$ cat src/rtl/inst_fetch.sv
// -----------------------------------------------------------------------------
// inst_fetch -- instruction fetch unit feeding the LemonPC execute datapath.
//
// Generates sequential fetch addresses starting at PC_INIT. It keeps at most
// one read request outstanding to instruction memory and buffers the returned
// {pc, inst} pairs in a DEPTH-entry FIFO. The core drains that FIFO over a
// valid/ready handshake. A redirect flushes the buffered stream, discards any
// in-flight response and restarts fetch at redirect_pc.
//
// Parameters:
//   PC_INIT  first fetch address after reset
//   DEPTH    FIFO entries (power of two, >= 2)
//
// Ports:
//   clk, rst                  rising-edge clock, asynchronous active-high reset
//   req_valid/req_ready       fetch request handshake
//   req_addr                  fetch address (the enclosing 8-byte word is read)
//   resp_valid/resp_data      read data for the accepted request
//   out_valid/out_ready       instruction handshake towards the core
//   out_pc/out_inst           PC and 32-bit instruction being offered
//   redirect_valid            one-cycle flush-and-restart pulse
//   redirect_pc               restart address
//
// Build option:
//   IFU_BYPASS_EN  when defined, a response that arrives while the FIFO is
//                  empty is presented on the out port in the same cycle. If the
//                  core takes it, it never enters the FIFO.
// -----------------------------------------------------------------------------
module inst_fetch #(
  parameter logic [63:0] PC_INIT = 64'h8000_0000,
  parameter int          DEPTH   = 2
) (
  input  logic        clk,
  input  logic        rst,
  output logic        req_valid,
  input  logic        req_ready,
  output logic [63:0] req_addr,
  input  logic        resp_valid,
  input  logic [63:0] resp_data,
  output logic        out_valid,
  input  logic        out_ready,
  output logic [63:0] out_pc,
  output logic [31:0] out_inst,
  input  logic        redirect_valid,
  input  logic [63:0] redirect_pc
);

  localparam int IDX_W = $clog2(DEPTH);
  localparam int PTR_W = IDX_W + 1;
  localparam logic [PTR_W-1:0] DEPTH_P = PTR_W'(DEPTH);
  localparam logic [PTR_W-1:0] PTR_ONE = PTR_W'(1);

  typedef enum logic [1:0] {
    REQ  = 2'd0,
    WAIT = 2'd1,
    DROP = 2'd2
  } state_t;

  state_t           state_r;
  logic [63:0]      fetch_pc_r;    // next address to be requested
  logic [63:0]      req_pc_r;      // address of the in-flight request
  logic [63:0]      req_addr_r;    // address currently presented on req_addr
  logic             req_valid_r;
  logic             drop_mark_r;   // presented request was overtaken by a redirect
  logic [PTR_W-1:0] rd_ptr_r;
  logic [PTR_W-1:0] wr_ptr_r;
  logic [63:0]      pc_mem_r   [DEPTH];
  logic [31:0]      inst_mem_r [DEPTH];

  logic [PTR_W-1:0] count_s;
  logic [PTR_W-1:0] count_nxt_s;
  logic             empty_s;
  logic             room_s;
  logic             req_fire_s;
  logic             resp_take_s;
  logic             push_s;
  logic             pop_s;
  logic [31:0]      resp_inst_s;
  logic [IDX_W-1:0] rd_idx_s;
  logic [IDX_W-1:0] wr_idx_s;
`ifdef IFU_BYPASS_EN
  logic             bypass_s;
`endif

  assign req_valid = req_valid_r;
  assign req_addr  = req_addr_r;

  // Handshake decode, FIFO occupancy and the out-port view
  always_comb begin
    count_s     = wr_ptr_r - rd_ptr_r;
    empty_s     = (count_s == {PTR_W{1'b0}});
    rd_idx_s    = rd_ptr_r[IDX_W-1:0];
    wr_idx_s    = wr_ptr_r[IDX_W-1:0];
    req_fire_s  = req_valid_r && req_ready;
    // A response landing in a redirect cycle is stale and must not be kept.
    resp_take_s = (state_r == WAIT) && resp_valid && !redirect_valid;
    resp_inst_s = req_pc_r[2] ? resp_data[63:32] : resp_data[31:0];
    pop_s       = out_ready && !empty_s;
`ifdef IFU_BYPASS_EN
    bypass_s    = resp_take_s && empty_s;
    push_s      = resp_take_s && !(bypass_s && out_ready);
    out_valid   = !empty_s || bypass_s;
    out_pc      = bypass_s ? req_pc_r    : pc_mem_r[rd_idx_s];
    out_inst    = bypass_s ? resp_inst_s : inst_mem_r[rd_idx_s];
`else
    push_s      = resp_take_s;
    out_valid   = !empty_s;
    out_pc      = pc_mem_r[rd_idx_s];
    out_inst    = inst_mem_r[rd_idx_s];
`endif
    if (redirect_valid) begin
      count_nxt_s = {PTR_W{1'b0}};
    end else begin
      count_nxt_s = count_s + {{(PTR_W-1){1'b0}}, push_s} - {{(PTR_W-1){1'b0}}, pop_s};
    end
    // A new request may only go out when its response is sure of a slot.
    room_s = (count_nxt_s < DEPTH_P);
  end

  // FIFO storage and pointers; a redirect empties it by catching rd up to wr
  always_ff @(posedge clk or posedge rst) begin
    if (rst) begin
      rd_ptr_r <= {PTR_W{1'b0}};
      wr_ptr_r <= {PTR_W{1'b0}};
      for (int i = 0; i < DEPTH; i++) begin
        pc_mem_r[i]   <= 64'd0;
        inst_mem_r[i] <= 32'd0;
      end
    end else begin
      if (push_s) begin
        pc_mem_r[wr_idx_s]   <= req_pc_r;
        inst_mem_r[wr_idx_s] <= resp_inst_s;
        wr_ptr_r             <= wr_ptr_r + PTR_ONE;
      end
      if (redirect_valid) begin
        rd_ptr_r <= wr_ptr_r;
      end else if (pop_s) begin
        rd_ptr_r <= rd_ptr_r + PTR_ONE;
      end
    end
  end

  // Fetch FSM: request issue, response wait and stale-response drop
  always_ff @(posedge clk or posedge rst) begin
    if (rst) begin
      state_r     <= REQ;
      fetch_pc_r  <= PC_INIT;
      req_pc_r    <= 64'd0;
      req_addr_r  <= PC_INIT;
      req_valid_r <= 1'b0;
      drop_mark_r <= 1'b0;
    end else begin
      case (state_r)
        REQ: begin
          if (req_fire_s) begin
            req_valid_r <= 1'b0;
            drop_mark_r <= 1'b0;
            req_pc_r    <= req_addr_r;
            if (redirect_valid) begin
              state_r    <= DROP;
              fetch_pc_r <= redirect_pc;
              req_addr_r <= redirect_pc;
            end else if (drop_mark_r) begin
              // fetch_pc already holds the redirect target; it is not yet fetched
              state_r    <= DROP;
              req_addr_r <= fetch_pc_r;
            end else begin
              state_r    <= WAIT;
              fetch_pc_r <= fetch_pc_r + 64'd4;
              req_addr_r <= fetch_pc_r + 64'd4;
            end
          end else begin
            req_valid_r <= room_s;
            if (redirect_valid) begin
              fetch_pc_r <= redirect_pc;
              if (req_valid_r) begin
                // the presented request must stay stable until it is accepted
                drop_mark_r <= 1'b1;
              end else begin
                req_addr_r <= redirect_pc;
              end
            end
          end
        end
        WAIT: begin
          if (redirect_valid) begin
            fetch_pc_r <= redirect_pc;
            req_addr_r <= redirect_pc;
          end
          if (resp_valid) begin
            state_r     <= REQ;
            req_valid_r <= room_s;
          end else if (redirect_valid) begin
            state_r <= DROP;
          end
        end
        DROP: begin
          if (redirect_valid) begin
            fetch_pc_r <= redirect_pc;
            req_addr_r <= redirect_pc;
          end
          if (resp_valid) begin
            state_r     <= REQ;
            req_valid_r <= room_s;
          end
        end
        default: begin
          state_r     <= REQ;
          req_valid_r <= 1'b0;
          drop_mark_r <= 1'b0;
        end
      endcase
    end
  end

endmodule

$ cat config.mk
export PLATFORM = sky130hd
export DESIGN_NAME = inst_fetch
export DESIGN_NICKNAME = d
export VERILOG_FILES = /design/src/rtl/inst_fetch.sv
export SDC_FILE = /design/constraint.sdc
export NUM_CORES = 1
export LEC_CHECK = 0
export CORE_ASPECT_RATIO = 0.9
export CORE_MARGIN = 2
export CORE_UTILIZATION = 57
export DETAILED_ROUTE_END_ITERATION = 16
export PLACE_DENSITY_LB_ADDON = 0.05
export SETUP_SLACK_MARGIN = 0.3
export SYNTH_ARGS = -nofsm -noshare
export SYNTH_HDL_FRONTEND = slang
export SYNTH_SLANG_ARGS = --single-unit
$ cat constraint.sdc
create_clock -name clk -period 31.4 [get_ports clk]
set_input_delay 3.14 -clock clk [delete_from_list [all_inputs] [get_ports clk]]
set_output_delay 3.14 -clock clk [all_outputs]
set_load 0.01 [all_outputs]
==> impl_metrics.ini <==
[placed_design]
dp_slack_ns = 25.09
dp_cells = 2472
dpl-instance-area_mm2 = 0.02266
gp_congestion = 0.9459
io_buffers = 295
hpwl_mm = 36.09

[power_and_ir_drop]
p_leak_nw = 10.29
p_sw_mw = 0.7414
clkPwrFrac_pct = 22.8
power.density_mw_per_mm2 = 89.65
peakVddDrop_mv = 0.06465
p_sw_share_pct = 34.46
intPower_mw = 1.410
pwr-share-comb_pct = 36.6
sequentialPowerShare_pct = 40.6

[setup_path]
worst-path-buf-inv = 2
end_kind = output port
cpPeakStageDelay_ns = 0.86
crit_chain = buf_4 > ha_1 > xnor3_1 > nand2_1 > clkdlybuf4s50_1
cp_data_required_time_ns = 28.26
crit_arrival_ns = 3.31
cp_slowest_cell = dfrtp_4
path_depth = 5
crit_path_max_fanout = 54
reg2regPathDepth = 9
cpLargestDelayFamily = buffers and inverters
path_class = register to output port
startpoint_type = register

[synthesis]
yosys.area_share.simple_pct = 14.07
synth_compound_gate_area_share_pct = 10.76
ys_types = 78
synth_top_family_by_area = multiplexers
syn-num-nets = 1974
synthAdderAreaFrac_pct = 0.4485
syn_area_mm2 = 0.01953
synth_edf_count = 0
yosysSeqAreaShare_pct = 50.25
synth-main-ff-cell = dfrtp_1
syn_inst = 1833
synth_xor_area_share_pct = 2.358
synth_mux_area_share_pct = 18.61
syn_avg_cell_area_um2 = 10.65
synth_warnings = 0
synth-seq-cells = 392
async_reset_ff_share_pct = 100.0

[global_route]
antenna_found_initial = 2
use_met2_pct = 46.65
grt_first_pass_wirelength_mm = 85.62
grt_use_met3_pct = 5.235
grt_max_degree = 130
top_usage_layer = met2
grt_usage_pct = 30.38
use_met1_pct = 44.73
grt_pass1_vias = 15040
gr-total-overflow = 0

[clock_tree]
cts_resized = 0
clkLatencyLatePin_ns = 0.53
post_cts_buffers = 0
cts_buffer_depth = 3
htree_levels = 2
root_buffer = clkbuf_16
clkTransAtPathRegs_ns = 0.06
cts_sinks = 392
cts_hold_buf = 0
cts_made_buffers = 41
cts_tree = built

[layout]
fin_area_mm2 = 0.02400
layout.nets = 2194
fin_util_pct = 70.85
drive_gt1_share_pct = 19.48
area_growth_pct = 22.91
fill_cells = 2582
layoutNonFillerInstCount = 2544

[floorplan]
dieArea_mm2 = 0.03575
io-pin-count = 296
row_count = 64
coreArea_mm2 = 0.03387
die_h_um = 179.6
start_util_pct = 57.65
chipWidth_um = 199.1

[outcome]
status = completed

[sta]
slew_viol_final = 0
slew_headroom_pct = 18.12
setup_tns_ns = 0
finalHoldViolations = 0
setup_viol_count_final = 0
period_needed_ns = 6.451
final.setup_skew_ns = 0.009708
post-route-period-util_pct = 20.54
fmax_mhz = 155.0
rsz0062_at_grt = false
worst_pin_slew_ns = 1.227
fin_ws_ns = 24.95

[drt]
vias_per_cell = 6.112
drt-initial-drc-count = 1262
ant_nets = 0
wirelength_mm = 54.58
drc_errors = 0
firstDrtPassIters = 6
vias = 15550
wl_per_cell_um = 21.46

[min_path]
hold_depth = 2
min_path_type = register to register

[job]
max_cap_viol_count = 0
-- logic make-up (layout without fill, tap and decap cells) --
logic type	after synthesis	after routing
adders and majority gates	7	7
and+or+nand+nor	546	546
xor gates and xnor gates	51	51
DFF	392	392
other	0	3
muxes	327	327
buffers and inverters	154	400
AOI/OAI and AO/OA	356	356
-- power groups by stage --
stage / registers [mW] / logic (mW) / clock network [mW]
3_3_place_gp: 0.867 / 0.767 / 0
6_report: 0.874 / 0.786 / 0.491
3_5_place_dp: 0.879 / 0.785 / 0
4_1_cts: 0.873 / 0.791 / 0.498
2_1_floorplan: 0.810 / 0.486 / 0
5_1_grt: 0.902 / 0.851 / 0.517
-- layout make-up --
type,instances,area [µm²],area share [%]
Sequential cell,392,9817,40.91
Multi-Input combinational cell,1287,9095,37.90
Timing Repair Buffer,315,3098,12.91
Clock buffer,57,1146,4.776
Tap cell,462,578.1,2.409
Clock inverter,12,190.2,0.7924
Inverter,16,67.56,0.2815
Antenna cell,3,7.507,0.03128
-- cell usage in the layout (no fill, tap or decap), drive strengths merged, types with 5 or more instances in the layout --
| cell | netlist | routed |
|---|---|---|
| dfrtp | 390 | 390 |
| clkdlybuf4s50 | 0 | 294 |
| mux2 | 288 | 288 |
| nand2 | 159 | 159 |
| o21ai | 129 | 129 |
| nor2 | 120 | 120 |
| a21oi | 116 | 116 |
| nand3 | 68 | 68 |
| clkbuf | 118 | 57 |
| nor3 | 43 | 43 |
| mux2i | 39 | 39 |
| xnor2 | 36 | 36 |
| nand4 | 34 | 34 |
| and3 | 33 | 33 |
| buf | 20 | 21 |
| nor4 | 19 | 19 |
| o211ai | 17 | 17 |
| o22ai | 16 | 16 |
| inv | 16 | 16 |
| or4 | 16 | 16 |
| and4 | 16 | 16 |
| a22oi | 14 | 14 |
| xor2 | 14 | 14 |
| and2 | 10 | 10 |
| o22a | 9 | 9 |
| ha | 7 | 7 |
| o31a | 6 | 6 |
| or3 | 6 | 6 |
| nor2b | 5 | 5 |
| a32oi | 5 | 5 |
| a21o | 5 | 5 |
| a31oi | 5 | 5 |
| nand3b | 5 | 5 |
| clkinv | 0 | 5 |
| bufinv | 0 | 5 |
-- final timing paths --
kind / startpoint / slack [ns] / to
max in group asynchronous: rst / 26.05 / pc_mem_r[73]
min in group asynchronous: rst / 3.16 / pc_mem_r[32]
worst min register to register: inst_mem_r[10] / 0.48 / inst_mem_r[10]
worst max register to register: state_r[0] / 27.78 / req_addr[15]
worst max-delay path: rd_ptr_r[0] / 24.95 / out_valid
worst min-delay path: inst_mem_r[10] / 0.48 / inst_mem_r[10]
-- Yosys cell counts (3+ instances only) --
cell type,n,area [µm²]
nand3_1,67,335.3
o22ai_1,16,100.1
nor4_2,3,37.54
inv_1,15,56.30
a2bb2oi_1,3,26.28
o311ai_0,4,35.03
and4_1,14,122.6
nor4_1,15,93.84
clkbuf_2,3,15.01
a21o_1,5,37.54
o2bb2a_1,4,40.04
o32ai_1,3,26.28
a22oi_1,14,105.1
nor3_1,42,210.2
nand2_1,159,596.8
o31a_1,6,52.55
nor2b_1,5,31.28
or3_1,5,31.28
nand3b_1,5,37.54
a211oi_1,4,30.03
buf_1,12,45.04
dfrtp_1,390,9759
buf_6,3,33.78
ha_1,7,87.58
o22a_1,9,78.83
a21oi_1,116,580.6
xnor2_1,36,315.3
o21ai_0,127,635.6
a311oi_1,3,26.28
or4_1,14,105.1
mux2i_1,39,390.4
a31oi_1,5,31.28
nand4_1,33,206.5
nor2_1,120,450.4
o211ai_1,17,127.6
and2_1,7,43.79
a32oi_1,5,43.79
clkbuf_8,5,68.82
xor2_1,14,122.6
clkbuf_1,109,409.1
and3_1,31,193.9
mux2_2,288,3243
-- routing by layer --
layer	wire length, µm	vias up
met2	25140	607
li1	-	7074
met5	0	-
met3	4215	80
met4	1237	0
met1	23990	7789
-- through the flow --
step / power, mW / hold WS [ns]
after floorplan: 1.297 / 0.4444
after global placement: 1.634 / 0.4554
after detailed placement: 1.664 / 0.4667
after CTS: 2.162 / 0.4801
after global routing: 2.270 / 0.4938
final: 2.151 / 0.4758
-- flip-flops by register name, summed over array words and instances, names as in the netlist --
| name | count |
|---|---|
| inst_mem_r | 64 |
| rd_ptr_r | 2 |
| fetch_pc_r | 64 |
| req_addr | 64 |
| state_r | 2 |
| drop_mark_r | 1 |
| wr_ptr_r | 2 |
| pc_mem_r | 128 |
| req_pc_r | 64 |
| req_valid | 1 |
-- worst reg2reg max path: cells and delay by family, from the launching register on --
kind	cells	cell delay, ns
AND/OR/NAND/NOR	4	1.32
flip-flops	1	0.41
AO/OA/AOI/OAI	1	0.45
adder cells (fa/ha/maj)	1	0.42
buffers and inverters	3	0.92
Note: power is estimated with default switching activity, not from simulation.
